### src/rtl/prism_sp_gem_rx_single.sv
// GEM RX byte stream to 32-bit data FIFO words plus one 64-bit meta word per admitted frame.
// Optional frame/drop statistics counters are enabled by defining PRISM_SP_RX_STATS_EN.
module prism_sp_gem_rx_single #(
   parameter int RX_DATA_FIFO_DEPTH = 512,
   parameter int RX_META_FIFO_DEPTH = 64,
   parameter int MAX_FRAME_BYTES    = 1536
) (
   input  logic        clock,
   input  logic        resetn,
   input  logic        rx_w_wr,
   input  logic [7:0]  rx_w_data,
   input  logic        rx_w_sop,
   input  logic        rx_w_eop,
   input  logic        rx_w_err,
   input  logic [31:0] rx_w_status,
   input  logic        rx_w_flush,
   output logic        rx_w_overflow,
   output logic        rx_data_wr_en,
   output logic [31:0] rx_data_din,
   input  logic [9:0]  rx_data_data_count,
   output logic        rx_meta_wr_en,
   output logic [63:0] rx_meta_din,
   input  logic [6:0]  rx_meta_data_count,
   output logic [31:0] stat_frames,
   output logic [31:0] stat_drops
);

   localparam int          FRAME_WORDS = MAX_FRAME_BYTES / 4;
   localparam logic [15:0] MAX_LEN     = 16'(MAX_FRAME_BYTES);

   typedef enum logic [1:0] {IDLE, RECV, DROP, META} state_t;

   state_t             state, state_next;
   logic [1:0]         lane, lane_next;
   logic [15:0]        len, len_next;
   logic [31:0]        word_buf, word_next;
   logic               trunc, trunc_next;
   logic               err, err_next;
   logic [31:0]        status, status_next;
   logic               data_wr_next, meta_wr_next, overflow_next;
   logic [31:0]        data_din_next;
   logic [63:0]        meta_din_next;
   logic               sop_ev, eop_ev, admit, store_ok;
   logic signed [31:0] data_free, meta_used;
   logic [31:0]        packed_word;

   assign sop_ev    = rx_w_wr & rx_w_sop;
   assign eop_ev    = rx_w_wr & rx_w_eop;
   assign data_free = RX_DATA_FIFO_DEPTH - $signed({22'b0, rx_data_data_count});
   assign meta_used = $signed({25'b0, rx_meta_data_count});
   // A whole worst-case frame must fit, so no full check is needed once admitted
   assign admit     = (data_free >= FRAME_WORDS) && (meta_used <= RX_META_FIFO_DEPTH - 2);
   assign store_ok  = (len < MAX_LEN);

   always_comb begin
      packed_word = word_buf;
      packed_word[{lane, 3'b000} +: 8] = rx_w_data;
   end

   always_comb begin
      state_next    = state;
      lane_next     = lane;
      len_next      = len;
      word_next     = word_buf;
      trunc_next    = trunc;
      err_next      = err;
      status_next   = status;
      data_wr_next  = 1'b0;
      data_din_next = rx_data_din;
      meta_wr_next  = 1'b0;
      meta_din_next = rx_meta_din;
      overflow_next = 1'b0;
      case (state)
         IDLE: begin
            if (!rx_w_flush && sop_ev) begin
               if (admit) begin
                  len_next    = 16'd1;
                  trunc_next  = 1'b0;
                  err_next    = 1'b0;
                  status_next = '0;
                  if (eop_ev) begin
                     data_wr_next  = 1'b1;
                     data_din_next = {24'b0, rx_w_data};
                     word_next     = '0;
                     lane_next     = 2'd0;
                     err_next      = rx_w_err;
                     status_next   = rx_w_status;
                     state_next    = META;
                  end else begin
                     word_next  = {24'b0, rx_w_data};
                     lane_next  = 2'd1;
                     state_next = RECV;
                  end
               end else begin
                  overflow_next = 1'b1;
                  state_next    = eop_ev ? IDLE : DROP;
               end
            end
         end
         RECV: begin
            // Missing eop or flush: close out what we have as an errored frame
            if (rx_w_flush || sop_ev) begin
               if (lane != 2'd0) begin
                  data_wr_next  = 1'b1;
                  data_din_next = word_buf;
               end
               word_next   = '0;
               lane_next   = 2'd0;
               err_next    = 1'b1;
               status_next = '0;
               state_next  = META;
            end else if (rx_w_wr) begin
               if (store_ok) begin
                  len_next = len + 16'd1;
                  if (lane == 2'd3 || rx_w_eop) begin
                     data_wr_next  = 1'b1;
                     data_din_next = packed_word;
                     word_next     = '0;
                     lane_next     = 2'd0;
                  end else begin
                     word_next = packed_word;
                     lane_next = lane + 2'd1;
                  end
               end else begin
                  trunc_next = 1'b1;
               end
               if (rx_w_eop) begin
                  err_next    = rx_w_err;
                  status_next = rx_w_status;
                  state_next  = META;
               end
            end
         end
         META: begin
            meta_wr_next  = 1'b1;
            meta_din_next = {status, 14'b0, trunc, err, len};
            state_next    = IDLE;
            if (!rx_w_flush && sop_ev) begin
               overflow_next = 1'b1;
               if (!eop_ev) state_next = DROP;
            end
         end
         DROP: begin
            if (rx_w_flush || eop_ev) state_next = IDLE;
         end
         default: state_next = IDLE;
      endcase
   end

   always_ff @(posedge clock or negedge resetn) begin
      if (!resetn) begin
         state         <= IDLE;
         lane          <= 2'd0;
         len           <= 16'd0;
         word_buf      <= '0;
         trunc         <= 1'b0;
         err           <= 1'b0;
         status        <= '0;
         rx_data_wr_en <= 1'b0;
         rx_data_din   <= '0;
         rx_meta_wr_en <= 1'b0;
         rx_meta_din   <= '0;
         rx_w_overflow <= 1'b0;
      end else begin
         state         <= state_next;
         lane          <= lane_next;
         len           <= len_next;
         word_buf      <= word_next;
         trunc         <= trunc_next;
         err           <= err_next;
         status        <= status_next;
         rx_data_wr_en <= data_wr_next;
         rx_data_din   <= data_din_next;
         rx_meta_wr_en <= meta_wr_next;
         rx_meta_din   <= meta_din_next;
         rx_w_overflow <= overflow_next;
      end
   end

`ifdef PRISM_SP_RX_STATS_EN
   always_ff @(posedge clock or negedge resetn) begin
      if (!resetn) begin
         stat_frames <= '0;
         stat_drops  <= '0;
      end else begin
         if (rx_meta_wr_en) stat_frames <= stat_frames + 32'd1;
         if (rx_w_overflow) stat_drops  <= stat_drops + 32'd1;
      end
   end
`else
   assign stat_frames = '0;
   assign stat_drops  = '0;
`endif

endmodule

### config.mk
export PLATFORM = sky130hd
export DESIGN_NAME = prism_sp_gem_rx_single
export DESIGN_NICKNAME = d
export VERILOG_FILES = /design/src/rtl/prism_sp_gem_rx_single.sv
export SDC_FILE = /design/constraint.sdc
export NUM_CORES = 1
export LEC_CHECK = 0
export ABC_AREA = 0
export CAP_MARGIN = 20
export CORE_MARGIN = 1
export CORE_UTILIZATION = 45
export DETAILED_ROUTE_END_ITERATION = 8
export PLACE_DENSITY = 0.89
export SYNTH_ARGS = -nofsm -noshare
export SYNTH_HDL_FRONTEND = slang
export SYNTH_SLANG_ARGS = --single-unit
### constraint.sdc
create_clock -name clock -period 2.25 [get_ports clock]
set_input_delay 0.45 -clock clock [delete_from_list [all_inputs] [get_ports clock]]
set_output_delay 0.45 -clock clock [all_outputs]
set_load 0.05 [all_outputs]
# Word-level counts from Yosys, hierarchy flattened
# Cells that the tools add are included.
word_totals:
  ramBits: 0
  rom_bits: 0
  mem_count: 0
  regBits: 171
  in_bits: 64
  output_inout_bits: 163
  wordCells: 131
  latchBits: 0
op_classes:
  add_sub_neg: 4
  mux: 76
  div_mod_pow: 0
  n_reduce_logical: 15
  order_cmp: 3
  mul: 0
  eq_ne: 17
  n_bitwise: 2
  shifts: 2
ops:
  columns: ["op", "count"]
  rows:
  - ["$mux 32", 20]
  - ["$pmux 32 s2", 3]
  - ["$mux 16", 5]
  - ["$bwmux 32", 1]
  - ["$pmux 16 s2", 1]
  - ["$shift 8x7->32 const A", 1]
  - ["$shiftx 8x7->32", 1]
  - ["$mux 2", 15]
  - ["$mux 1", 24]
  - ["$add 16x1->16 const B", 1]
  - ["$lt 16x11->1 const B", 1]
  - ["$ne 2x2->1 const B", 8]
  - ["$ne 3x3->1 const B", 5]
  - ["$reduce_and 6->1", 2]
  - ["$ge 11x10->1 const B", 1]
  - ["$sub 10x10->11 const A", 1]
  - ["$reduce_and 5->1", 2]
  - ["$mux 8", 1]
  - ["$pmux 1 s2", 4]
  - ["$pmux 2 s4", 1]
  - ["$reduce_and 8->1", 1]
  - ["$le 7x6->1 const B", 1]
  - ["$neg 5->7", 1]
  - ["$eq 2x2->1 const B", 3]
  - ["other kinds (10)", 15]

# Longest topological paths before layout
# Gate-level depths: netlist of run 1.
depth:
  word_depth: 8
  depth_mapped: 9
  depth_no_buf: 7

# Worst setup path before layout of run 1
# No wires, ideal clock.
synth_timing:
  path_kind: "input-to-reg"
  from: "in rx_data_data_count[4]"
  to: "reg rx_data_din[0]"
  t_arrival_ps: 2348
  stages: 6
  path_buffers: 1
  setup_slack_ps: -222
  cell_sequence: "or4_4 o41ai_4 a31oi_4 nor3_4 buf_6 mux2_2"
synth_via:
  elab_chain_len: 5
synth_lines:
  columns: ["element", "line_no", "source"]
  rows:
  - ["start: declaration", "20", "input logic [9:0] rx_data_data_count,"]
  - ["$sub 10x10->11", "49", "assign data_free = RX_DATA_FIFO_DEPTH - $signed({22'b0, rx_data_data_count});"]
  - ["$ge 11x10->1", "52", "assign admit = (data_free >= FRAME_WORDS) && (meta_used <= RX_META_FIFO_DEPTH - 2);"]
  - ["$logic_and 1x1->1", "52", null]
  - ["$ne 2x2->1 (no source line)", null, null]
  - ["$reduce_and 8->1 (no source line)", null, null]
  - ["end signal: assignment", "173", "rx_data_din <= data_din_next;"]
  - ["end: declaration", "19", "output logic [31:0] rx_data_din,"]
# No other way between the ends.
# A chain may end at the register's enable or synchronous reset.

# Worst setup path after layout of run 1
layout_timing:
  from: "reg state[0]"
  to: "reg rx_data_din[11]"
layout_via:
  elab_chain_len: 3
layout_lines:
  columns: ["element", "line_no", "source"]
  rows:
  - ["start: declaration", "33", "state_t state, state_next;"]
  - ["start signal: assignment", "165", "state <= state_next;"]
  - ["$eq 2x1->1 / $logic_not 2->1 (equally long branches)", "73", "case (state)"]
  - ["$ne 3x3->1 (no source line) (tied with other cells)", null, null]
  - ["$reduce_and 8->1 (no source line)", null, null]
# Parallel ways exist; a longest one is shown, timed or not.

==> results by group, run 1 <==
Outcome
  – Outcome: finished, final reports clean

Power
  – P_leak: roughly 0.0055 µW
  – Pwr dens: ~1000 mW/mm²
  – Max VDD drop: around 0.65 mV

Timing
  – Minimum clock period: ~2.2 ns
  – F_max: between 0.4 and 0.5 GHz
  – Final period utilization: 97.0%
  – Final Hold Viols: 0
  – Final setup margin: ~0.068 ns
  – Final Slew Violations: 0
  – Worst slew pin tran: between 0.5 and 0.6 ns
  – Final setup skew: roughly 0.011 ns
  – # setup viols final: 0
  – Setup_tns: 0 ns
  – Slew HR: about 60%

Setup path
  – CP max stage delay: approximately 0.38 ns
  – R2R Setup Slk: just under 0.07 ns
  – Worst Setup End Kind: flip-flop
  – Max FO, Critical Path: 26
  – Setup CP Type: reg -> reg
  – Crit start category: flip-flop
  – Slowest CP cell: dfrtp_1
  – R2R depth: 9
  – Most frequent CP cell: buf_6
  – Data required, critical path: about 2.6 ns
  – CP Cell Sequence: buf_4 -> ha_4 -> buf_6 -> a32oi_2 -> o21ai_2 -> nor3_4 -> buf_6 -> buf_12 -> mux2_4
  – WP data arrival: between 2 and 3 ns

Placement
  – Placer Congestion: ~0.83
  – Post-DP Area: about 0.011 mm²
  – Dpl ws: -0.663 ns
  – Post-DP HPWL: between 10 and 15 mm
  – Port Buffers: between 100 and 150

Route
  – Wire per inst: about 18 µm
  – # DRC: 0
  – Vias: about 6,700
  – DRT Wirelength: 22.2 mm
  – Drt pass-1 iters: 5
  – Number of antenna-violating nets in the routed design: 0
  – Via density: around 5.4
  – DR iter-0 viols: 570

CTS
  – TritonCTS Sinks: between 150 and 200
  – Clk buf depth: 2
  – Number of CTS-inserted buffers: 17
  – TritonCTS clock tree: done
  – Worst skew pair latency: between 0.4 and 0.5 ns
  – Clock transition at path regs: about 0.06 ns
  – H-tree depth: 4
  – CTS root buffer: clkbuf_16

Synthesis
  – Fraction of registers with async set or reset after synthesis: between 90% and 100%
  – Yosys top cell by area: dfrtp_1
  – Synth area leaders: dfrtp_1, mux2_2, buf_4, mux2i_1, o21ai_0
  – FF+latch count, synth: around 170
  – Syn avg cell area: 10.9 µm²
  – Synthesized area: between 0.008 and 0.009 mm²
  – Synth warn: 0
  – Post-synth EDFFs: 0
  – Syn Inst Count: 797
  – Main synth FF type: dfrtp_1
  – Netlist cell types: 57
  – Post-synth top area share: approximately half
  – Sequential element share of the synthesized area: between 40% and 50%

Global route
  – Met3 global-route usage: around 6.3%
  – Overflow after GRT: 0
  – Routing usage on met2: between 30% and 40%
  – First-pass GRT wire length: 35.7 mm
  – Pin count of the biggest net entering global routing: 56
  – Initial antenna violation count: 0
  – Grt peak-use layer: met2
  – Met1 Use GR: about 29%
  – GR Util All Layers: between 20% and 30%
  – Vias in the first global route: between 6,000 and 7,000

Final layout
  – Fill cell count: between 1,000 and 1,500
  – Nets: ~1,100
  – FF+latch area: 0.00428 mm²
  – Share of layout cells above drive strength 1: between 20 and 25%
  – Most common cell after layout, fill and taps aside: dfrtp_1
  – Area growth syn-to-layout: 34.2%
  – Multi-input logic area: slightly above 0.004 mm²
  – Ant diodes: 0
  – Final Cell Area: ~0.012 mm²
  – Commonest cells after routing, fill and taps aside: dfrtp_1, clkdlybuf4s50_1, conb_1

Die
  – Die area: roughly 0.020 mm²
  – FP Rows: 50
  – Die Span X: ~140 µm
  – Initial core utilization: a little under half
  – Total core area: about 0.019 mm²
  – Die Y-Extent: ~140 µm
  – Io pins: between 200 and 250

Worst hold path
  – Hold Path Class: in -> reg
  – Hold Path Depth: 4

Job
  – Max-cap violations: 0
-- flip-flops by register name, summed over array words and instances (netlist names) --
signal         count
state              2
trunc              1
lane               2
rx_data_din       32
rx_data_wr_en      1
err                1
word_buf          32
status            32
rx_meta_din       50
rx_w_overflow      1
rx_meta_wr_en      1
len               16
-- report_power, final --
| group | total, µW | switching [µW] | internal (µW) |
|---|---|---|---|
| combinational | 4620 | 2820 | 1810 |
| clock | 2840 | 1250 | 1590 |
| sequential | 4140 | 424 | 3720 |
-- metrics by stage --
step | utilization, % | instances | total power (µW) | hold slack, ns
after CTS | 61.5 | 1237 | 11500 | 0.498
final | 61.9 | 1237 | 11600 | 0.503
after floorplan | - | 874 | 7060 | 0.154
after detailed placement | 56.5 | 1192 | 8400 | 0.442
after global routing | 61.9 | 1237 | 12200 | 0.515
after global placement | 56.5 | 1192 | 8250 | 0.433
-- cells in the mapped netlist, drive strengths merged (2+ instances only) --
cell type and count:
nand2b 5, nor2b 31, o41ai 27, a21boi 2
a22o 16, and2 2, a31o 2, a21oi 35
ha 12, o31ai 3, nor2 14, mux2i 35
nor4 3, nand4 3, a41o 2, nand3b 4
dfrtp 171, clkbuf 28, o21a 4, nor4b 2
or2 4, nor3 2, or3 3, mux2 83
and3 5, o311ai 3, nand3 7, o21ai 61
a31oi 3, nand2 71, or4 3, buf 93
o211ai 3, inv 42
-- critical path, delay by kind of cell, from the launching register on --
family | cells | cell delay (ns)
simple gates | 1 | 0.23
compound gates | 2 | 0.30
flops | 1 | 0.38
fa+ha+maj | 1 | 0.17
buf+inv | 4 | 0.65
mux | 1 | 0.31
-- cell families after synthesis --
| family | Yosys count | synth area share [%] |
|---|---|---|
| compound gates | 168 | 13.0 |
| fa+ha+maj | 12 | 1.73 |
| buf+inv | 163 | 11.1 |
| flops | 171 | 49.4 |
| mux | 118 | 14.8 |
| other cells | 1 | 0.0433 |
| simple gates | 164 | 9.80 |
-- path summary, 6_finish.rpt --
| path | startpoint | endpoint |
|---|---|---|
| worst max-delay path | state[0]$_DFFE_PN0P_ | rx_data_din[11]$_DFFE_PN0P_ |
| worst min-delay path | rx_w_sop | rx_w_overflow$_DFF_PN0_ |
| worst max register to register | state[0]$_DFFE_PN0P_ | rx_data_din[11]$_DFFE_PN0P_ |
| worst min register to register | rx_meta_din[35]$_DFFE_PN0P_ | rx_meta_din[35]$_DFFE_PN0P_ |
| max in group asynchronous | resetn | status[12]$_DFFE_PN0P_ |
| min in group asynchronous | resetn | rx_data_din[27]$_DFFE_PN0P_ |
-- layout make-up --
class | instances | area share (%)
tap | 234 | 2.52
clock buffer | 19 | 3.90
inverter | 42 | 1.38
sequential | 171 | 36.9
timing repair buffer | 219 | 19.1
clock inverter | 12 | 0.970
multi-input combinational | 540 | 35.3
-- routing by layer --
| metal | wire [µm] | vias to the layer above |
|---|---|---|
| met1 | 9110 | 3331 |
| met3 | 1650 | 55 |
| met5 | 0 | - |
| li1 | - | 3030 |
| met4 | 621 | 0 |
| met2 | 10900 | 300 |
-- repair_timing --
item | in CTS | in global routing
setup endpoints to repair | 97 | 74
resized for setup | 61 | 25
hold buffers | 1 | 0
hold endpoints to repair | 36 | 0
cloned | 4 | 0
pin swaps | 5 | 6
buffers inserted | 9 | 2
Power figures use the tool's default switching activity.
==> run 2, diff against run 1 <==
GPL_TIMING_DRIVEN = 0   (was default)
==> run 2 against run 1 <==
Effect of this change: power rose by 3.8%; sequential power barely moved; the run now ends with negative setup slack left; sequential share of layout area fell by 2.1 points.
==> results by group, run 2 (synthesis gave the netlist of run 1 again) <==
Setup path
  – Worst reg2reg path endpoint: len[2]$_DFFE_PN0P_
  – Crit start category: flip-flop
  – Worst R2R Start: state[1]$_DFFE_PN0P_
  – Worst Setup End Kind: flip-flop
  – Setup CP Type: reg -> reg
  – Data required, critical path: 2.59 ns
  – Max FO, Critical Path: 4
  – R2R Setup Slk: -0.08 ns
  – WP data arrival: around 2.7 ns
  – R2R depth: 9

Route
  – Vias: roughly 7,000
  – Number of antenna-violating nets in the routed design: 0
  – Drt pass-1 iters: 6
  – DRT Wirelength: roughly 24 mm
  – Via density: roughly 5.4
  – DR iter-0 viols: about 600
  – Wire per inst: about 18 µm
  – # DRC: 0

Power
  – Max VDD drop: around 0.64 mV
  – Total power draw: between 10,000 and 15,000 µW
  – P_leak: 0.00606 µW
  – Pwr dens: around 980 mW/mm²

Timing
  – RSZ-0062 raised after global routing: true
  – Final period utilization: 104%
  – F_max: 0.429 GHz
  – Final setup skew: 0.0214 ns
  – Worst slew pin tran: around 0.9 ns
  – Minimum clock period: ~2.3 ns
  – # setup viols final: 20
  – Setup_tns: -0.471 ns
  – Final Slew Violations: 0
  – Slew HR: about two fifths
  – Final Hold Viols: 0
  – Final setup margin: -0.0820 ns

CTS
  – Clock transition at path regs: 0.07 ns
  – Clk buf depth: 2
  – H-tree depth: 4
  – Number of CTS-inserted buffers: 17
  – Worst skew pair latency: around 0.44 ns
  – CTS root buffer: clkbuf_16
  – TritonCTS Sinks: about 170
  – TritonCTS clock tree: done

Final layout
  – Nets: about 1,200
  – Largest register FFs: 50
  – Fill cell count: 1,337
  – Largest reg by FF count: rx_meta_din
  – Most common cell after layout, fill and taps aside: dfrtp_1
  – Commonest cells after routing, fill and taps aside: dfrtp_1, clkdlybuf4s50_1, buf_4
  – Area growth syn-to-layout: 42.4%
  – Share of layout cells above drive strength 1: 30.3%

Worst hold path
  – Worst Hold Path EP: rx_w_overflow$_DFF_PN0_
  – Hold Path Class: in -> reg
  – Hold Path Depth: 3
  – Min-delay src: rx_w_wr

Global route
  – Pin count of the biggest net entering global routing: approximately 110
  – Initial antenna violation count: 1
  – Vias in the first global route: between 7,000 and 8,000
  – Overflow after GRT: 0
  – First-pass GRT wire length: about 36 mm
  – GR Util All Layers: a little under a quarter

Die
  – Die Y-Extent: 141 µm
  – Die area: 0.0198 mm²
  – Die Span X: between 100 and 150 µm
  – Initial core utilization: between 40% and 50%
  – FP Rows: 50
  – Io pins: around 230
  – Total core area: ~0.019 mm²

Placement
  – Port Buffers: roughly 150
  – Post-DP HPWL: 14.9 mm
  – Dpl ws: -1.01 ns
  – Placer Congestion: ~0.86

Outcome
  – Failing checks: negative setup slack
  – Outcome: complete, but fails checks

Job
  – Max-cap violations: 0
==> run 2: cell count changes in the layout (fill, tap and decap cells not counted), sizes merged <==
cell,before,now
bufinv,1,2
clkbuf,19,43
clkinvlp,1,4
dlymetal6s2s,4,0
clkdlybuf4s50,139,142
clkinv,5,4
diode,0,1
inv,47,46
buf,74,137
==> run 2: layout make-up <==
| cell class | count | area, µm² | area share [%] |
|---|---|---|---|
| Clock buffer | 18 | 429 | 3.48 |
| Tap cell | 234 | 293 | 2.38 |
| Sequential cell | 171 | 4280 | 34.7 |
| Buffer | 117 | 853 | 6.92 |
| Timing Repair Buffer | 189 | 1860 | 15.1 |
| Clock inverter | 14 | 160 | 1.30 |
| Antenna cell | 1 | 2.50 | 0.0203 |
| Inverter | 42 | 161 | 1.31 |
| Multi-Input combinational cell | 540 | 4280 | 34.8 |
==> run 2: layer usage <==
metal / GRT usage, % / vias to the layer above / part of all wire (%)
met5: 0 / - / 0
met4: 12.4 / 0 / 3.3
met3: 6.39 / 85 / 9.0
met2: 37.1 / 418 / 48
met1: 28.1 / 3459 / 40
li1: - / 3211 / -
==> run 2: how the worst max path moves through the flow <==
stage / from / to / cells after the start / slack (ns)
2_1_floorplan: rx_data_data_count[4] / rx_data_din[0]$_DFFE_PN0P_ / 6 / -0.20
3_3_place_gp: resetn / status[13]$_DFFE_PN0P_ / 1 / -6.14
3_5_place_dp: rx_data_data_count[4] / rx_data_din[21]$_DFFE_PN0P_ / 7 / -1.01
4_1_cts: state[0]$_DFFE_PN0P_ / len[9]$_DFFE_PN0P_ / 9 / -0.03
5_1_grt: state[1]$_DFFE_PN0P_ / len[2]$_DFFE_PN0P_ / 9 / -0.14
6_report: state[1]$_DFFE_PN0P_ / len[2]$_DFFE_PN0P_ / 9 / -0.08
==> run 2: what timing repair did <==
action                                 in CTS  in global routing
gates resized for setup                    66                 86
endpoints found under the hold margin      65                  0
setup endpoints to repair                 116                124
pin swaps                                  10                 11
hold buffers                                1                  0
buffers inserted                           27                  9
gates cloned                                2                  0
==> run 2: per-stage QoR <==
| step | std cells | cell area [µm²] | util [%] | hold slack (ns) |
|---|---|---|---|---|
| 4_1_cts | 1319 | 11900 | 63.7 | 0.460 |
| 5_1_grt | 1326 | 12300 | 65.7 | 0.504 |
| 3_3_place_gp | 1255 | 10900 | 57.8 | 0.481 |
| 3_5_place_dp | 1258 | 10900 | 58.1 | 0.438 |
| 6_report | 1326 | 12300 | 65.7 | 0.500 |
| 2_1_floorplan | 874 | 9090 | - | 0.154 |
==> run 2: critical path: stages (launching register included) <==
cell,delay [ns]
dfrtp_1,0.39
inv_2,0.11
ha_4,0.14
buf_6,0.09
or3b_4,0.39
o31ai_4,0.23
nand2_2,0.11
clkbuf_8,0.17
or4_4,0.47
o211ai_1,0.13
==> run 2: power breakdown <==
group | leakage [µW] | switching (µW) | total, µW | internal [µW]
sequential | 0.00232 | 435 | 4150 | 3720
clock | 0.000280 | 1300 | 2960 | 1660
combinational | 0.00346 | 2970 | 4930 | 1960
==> run 3, diff against run 2 <==
PLACE_DENSITY = 0.81   (was 0.89)
==> run 3 against run 2 <==
Effect of this change: critical path depth did not move; fmax rose by 0.68%; clock skew is 0.0088 ns lower; the run still ends with negative setup slack left; sequential share of layout area about the same; first-iteration DRC count decreased by 13%; largest cell class is now registers; flip-flop and latch count is the same; via count fell by 2.6%.
==> results by group, run 3 (synthesis gave the netlist of run 1 again) <==
CTS
  – Clk buf depth: 2
  – TritonCTS clock tree: done
  – Clock transition at path regs: around 0.07 ns
  – TritonCTS Sinks: between 150 and 200
  – H-tree depth: 4
  – Worst skew pair latency: between 0.4 and 0.5 ns
  – Number of CTS-inserted buffers: 17
  – CTS root buffer: clkbuf_16

Route
  – Number of antenna-violating nets in the routed design: 0
  – Wire per inst: 17.1 µm
  – # DRC: 0
  – DR iter-0 viols: 530
  – Vias: approximately 7,000
  – DRT Wirelength: 22.6 mm
  – Drt pass-1 iters: 5
  – Via density: 5.28

Global route
  – Initial antenna violation count: 1
  – GR Util All Layers: about 23%
  – Overflow after GRT: 0
  – First-pass GRT wire length: roughly 35 mm
  – Vias in the first global route: about 7,000
  – Pin count of the biggest net entering global routing: 112

Timing
  – Final period utilization: 103%
  – Minimum clock period: about 2.3 ns
  – Final setup skew: roughly 0.013 ns
  – Slew HR: between 50 and 60%
  – Setup_tns: -0.895 ns
  – F_max: 0.432 GHz
  – Final setup margin: -0.0662 ns
  – Worst slew pin tran: 0.746 ns
  – RSZ-0062 raised after global routing: true
  – Final Slew Violations: 0
  – # setup viols final: 24
  – Final Hold Viols: 0

Outcome
  – Failing checks: negative setup slack
  – Outcome: complete, but fails checks

Job
  – Max-cap violations: 0

Worst hold path
  – Min-delay src: rx_w_sop
  – Hold Path Class: in -> reg
  – Hold Path Depth: 3
  – Worst Hold Path EP: rx_w_overflow$_DFF_PN0_

Die
  – FP Rows: 50
  – Io pins: roughly 230
  – Total core area: approximately 0.019 mm²
  – Die Y-Extent: 141 µm
  – Initial core utilization: a little under half
  – Die Span X: around 140 µm
  – Die area: between 0.015 and 0.02 mm²

Final layout
  – Area growth syn-to-layout: 42.3%
  – Largest reg by FF count: rx_meta_din
  – Final Cell Area: 0.0123 mm²
  – Share of layout cells above drive strength 1: between 30% and 40%
  – Largest register FFs: 50
  – Commonest cells after routing, fill and taps aside: dfrtp_1, clkdlybuf4s50_1, buf_4
  – Nets: between 1,000 and 1,500
  – Most common cell after layout, fill and taps aside: dfrtp_1
  – Final Non-Filler Cells: 1,324

Power
  – Total power draw: about 12,000 µW
  – Max VDD drop: between 0.6 and 0.7 mV
  – P_leak: between 0.005 and 0.006 µW
  – Pwr dens: 973 mW/mm²

Setup path
  – Worst R2R Start: lane[0]$_DFFE_PN0P_
  – Setup CP Type: reg -> reg
  – Max FO, Critical Path: 7
  – WP data arrival: around 2.6 ns
  – Worst reg2reg path endpoint: rx_data_din[26]$_DFFE_PN0P_
  – Crit start category: flip-flop
  – Worst Setup End Kind: flip-flop
  – R2R Setup Slk: -0.07 ns
  – R2R depth: 9
  – Data required, critical path: around 2.6 ns

Placement
  – Post-DP HPWL: 14.5 mm
  – Port Buffers: 147
  – Dpl ws: -1.00 ns
  – Dpl cells: 1,258
  – Post-DP Area: ~0.011 mm²
  – Placer Congestion: 0.848
-- run 3: changes by cell type in the layout (fill, tap and decap cells not counted), sizes merged, moves of 2 or more --
cell	change
buf	-2
clkdlybuf4s50	-4
clkinvlp	-2
dlymetal6s2s	+3
-- run 3: critical path, stage by stage, from the launching register on --
cell and delay [ns]:
dfrtp_2 0.44, inv_4 0.09, ha_2 0.30, a32oi_2 0.33, o21ai_2 0.13, nor3_4 0.19
buf_6 0.15, buf_12 0.12, buf_8 0.13, mux2_4 0.30
-- run 3: worst max-delay path by stage --
| stage | from | endpoint | slack (ns) | cells after the start |
|---|---|---|---|---|
| 3_3_place_gp | resetn | status[7]$_DFFE_PN0P_ | -6.26 | 1 |
| 2_1_floorplan | rx_data_data_count[4] | rx_data_din[0]$_DFFE_PN0P_ | -0.20 | 6 |
| 5_1_grt | lane[0]$_DFFE_PN0P_ | rx_data_din[19]$_DFFE_PN0P_ | -0.13 | 9 |
| 6_report | lane[0]$_DFFE_PN0P_ | rx_data_din[26]$_DFFE_PN0P_ | -0.07 | 9 |
| 4_1_cts | state[1]$_DFFE_PN0P_ | rx_data_din[19]$_DFFE_PN0P_ | 0.002 | 10 |
| 3_5_place_dp | rx_data_data_count[4] | rx_data_din[26]$_DFFE_PN0P_ | -1.00 | 7 |
-- run 3: cell type report --
type	count	area, µm²
diodes	1	2.50
plain buffers	117	856
clock buffers	18	439
clock inverters	14	158
fillers	1401	6450
inverters	42	160
multi-input cells	540	4240
flip-flops and latches	171	4280
well taps	234	293
repair buffers	187	1880
-- run 3: timing repair --
action | 4_1_cts | 5_1_grt
setup buffers | 25 | 10
hold buffers | 1 | 0
hold endpoints to repair | 60 | 0
gates cloned | 2 | 0
resized for setup | 85 | 66
endpoints found under the setup margin | 114 | 104
pin swaps | 9 | 15
-- run 3: metrics by stage --
| stage | utilization (%) | hold slack [ns] |
|---|---|---|
| CTS | 64.2 | 0.459 |
| floorplan | - | 0.154 |
| global placement | 57.8 | 0.472 |
| global route | 65.6 | 0.496 |
| detailed placement | 58.1 | 0.421 |
| finish | 65.6 | 0.480 |
-- run 3: per-layer routing --
metal	global-route usage, %	wire length, µm	vias to the layer above
met5	0	0	-
met3	6.66	1930	63
met4	10.7	687	0
met1	28.4	9270	3382
met2	36.3	10700	333
li1	-	-	3207
-- run 3: report_power, final --
| group | switching [µW] | internal (µW) | leakage, µW |
|---|---|---|---|
| Clock | 1310 | 1690 | 0.000290 |
| Sequential | 421 | 3720 | 0.00232 |
| Combinational | 2930 | 1920 | 0.00335 |
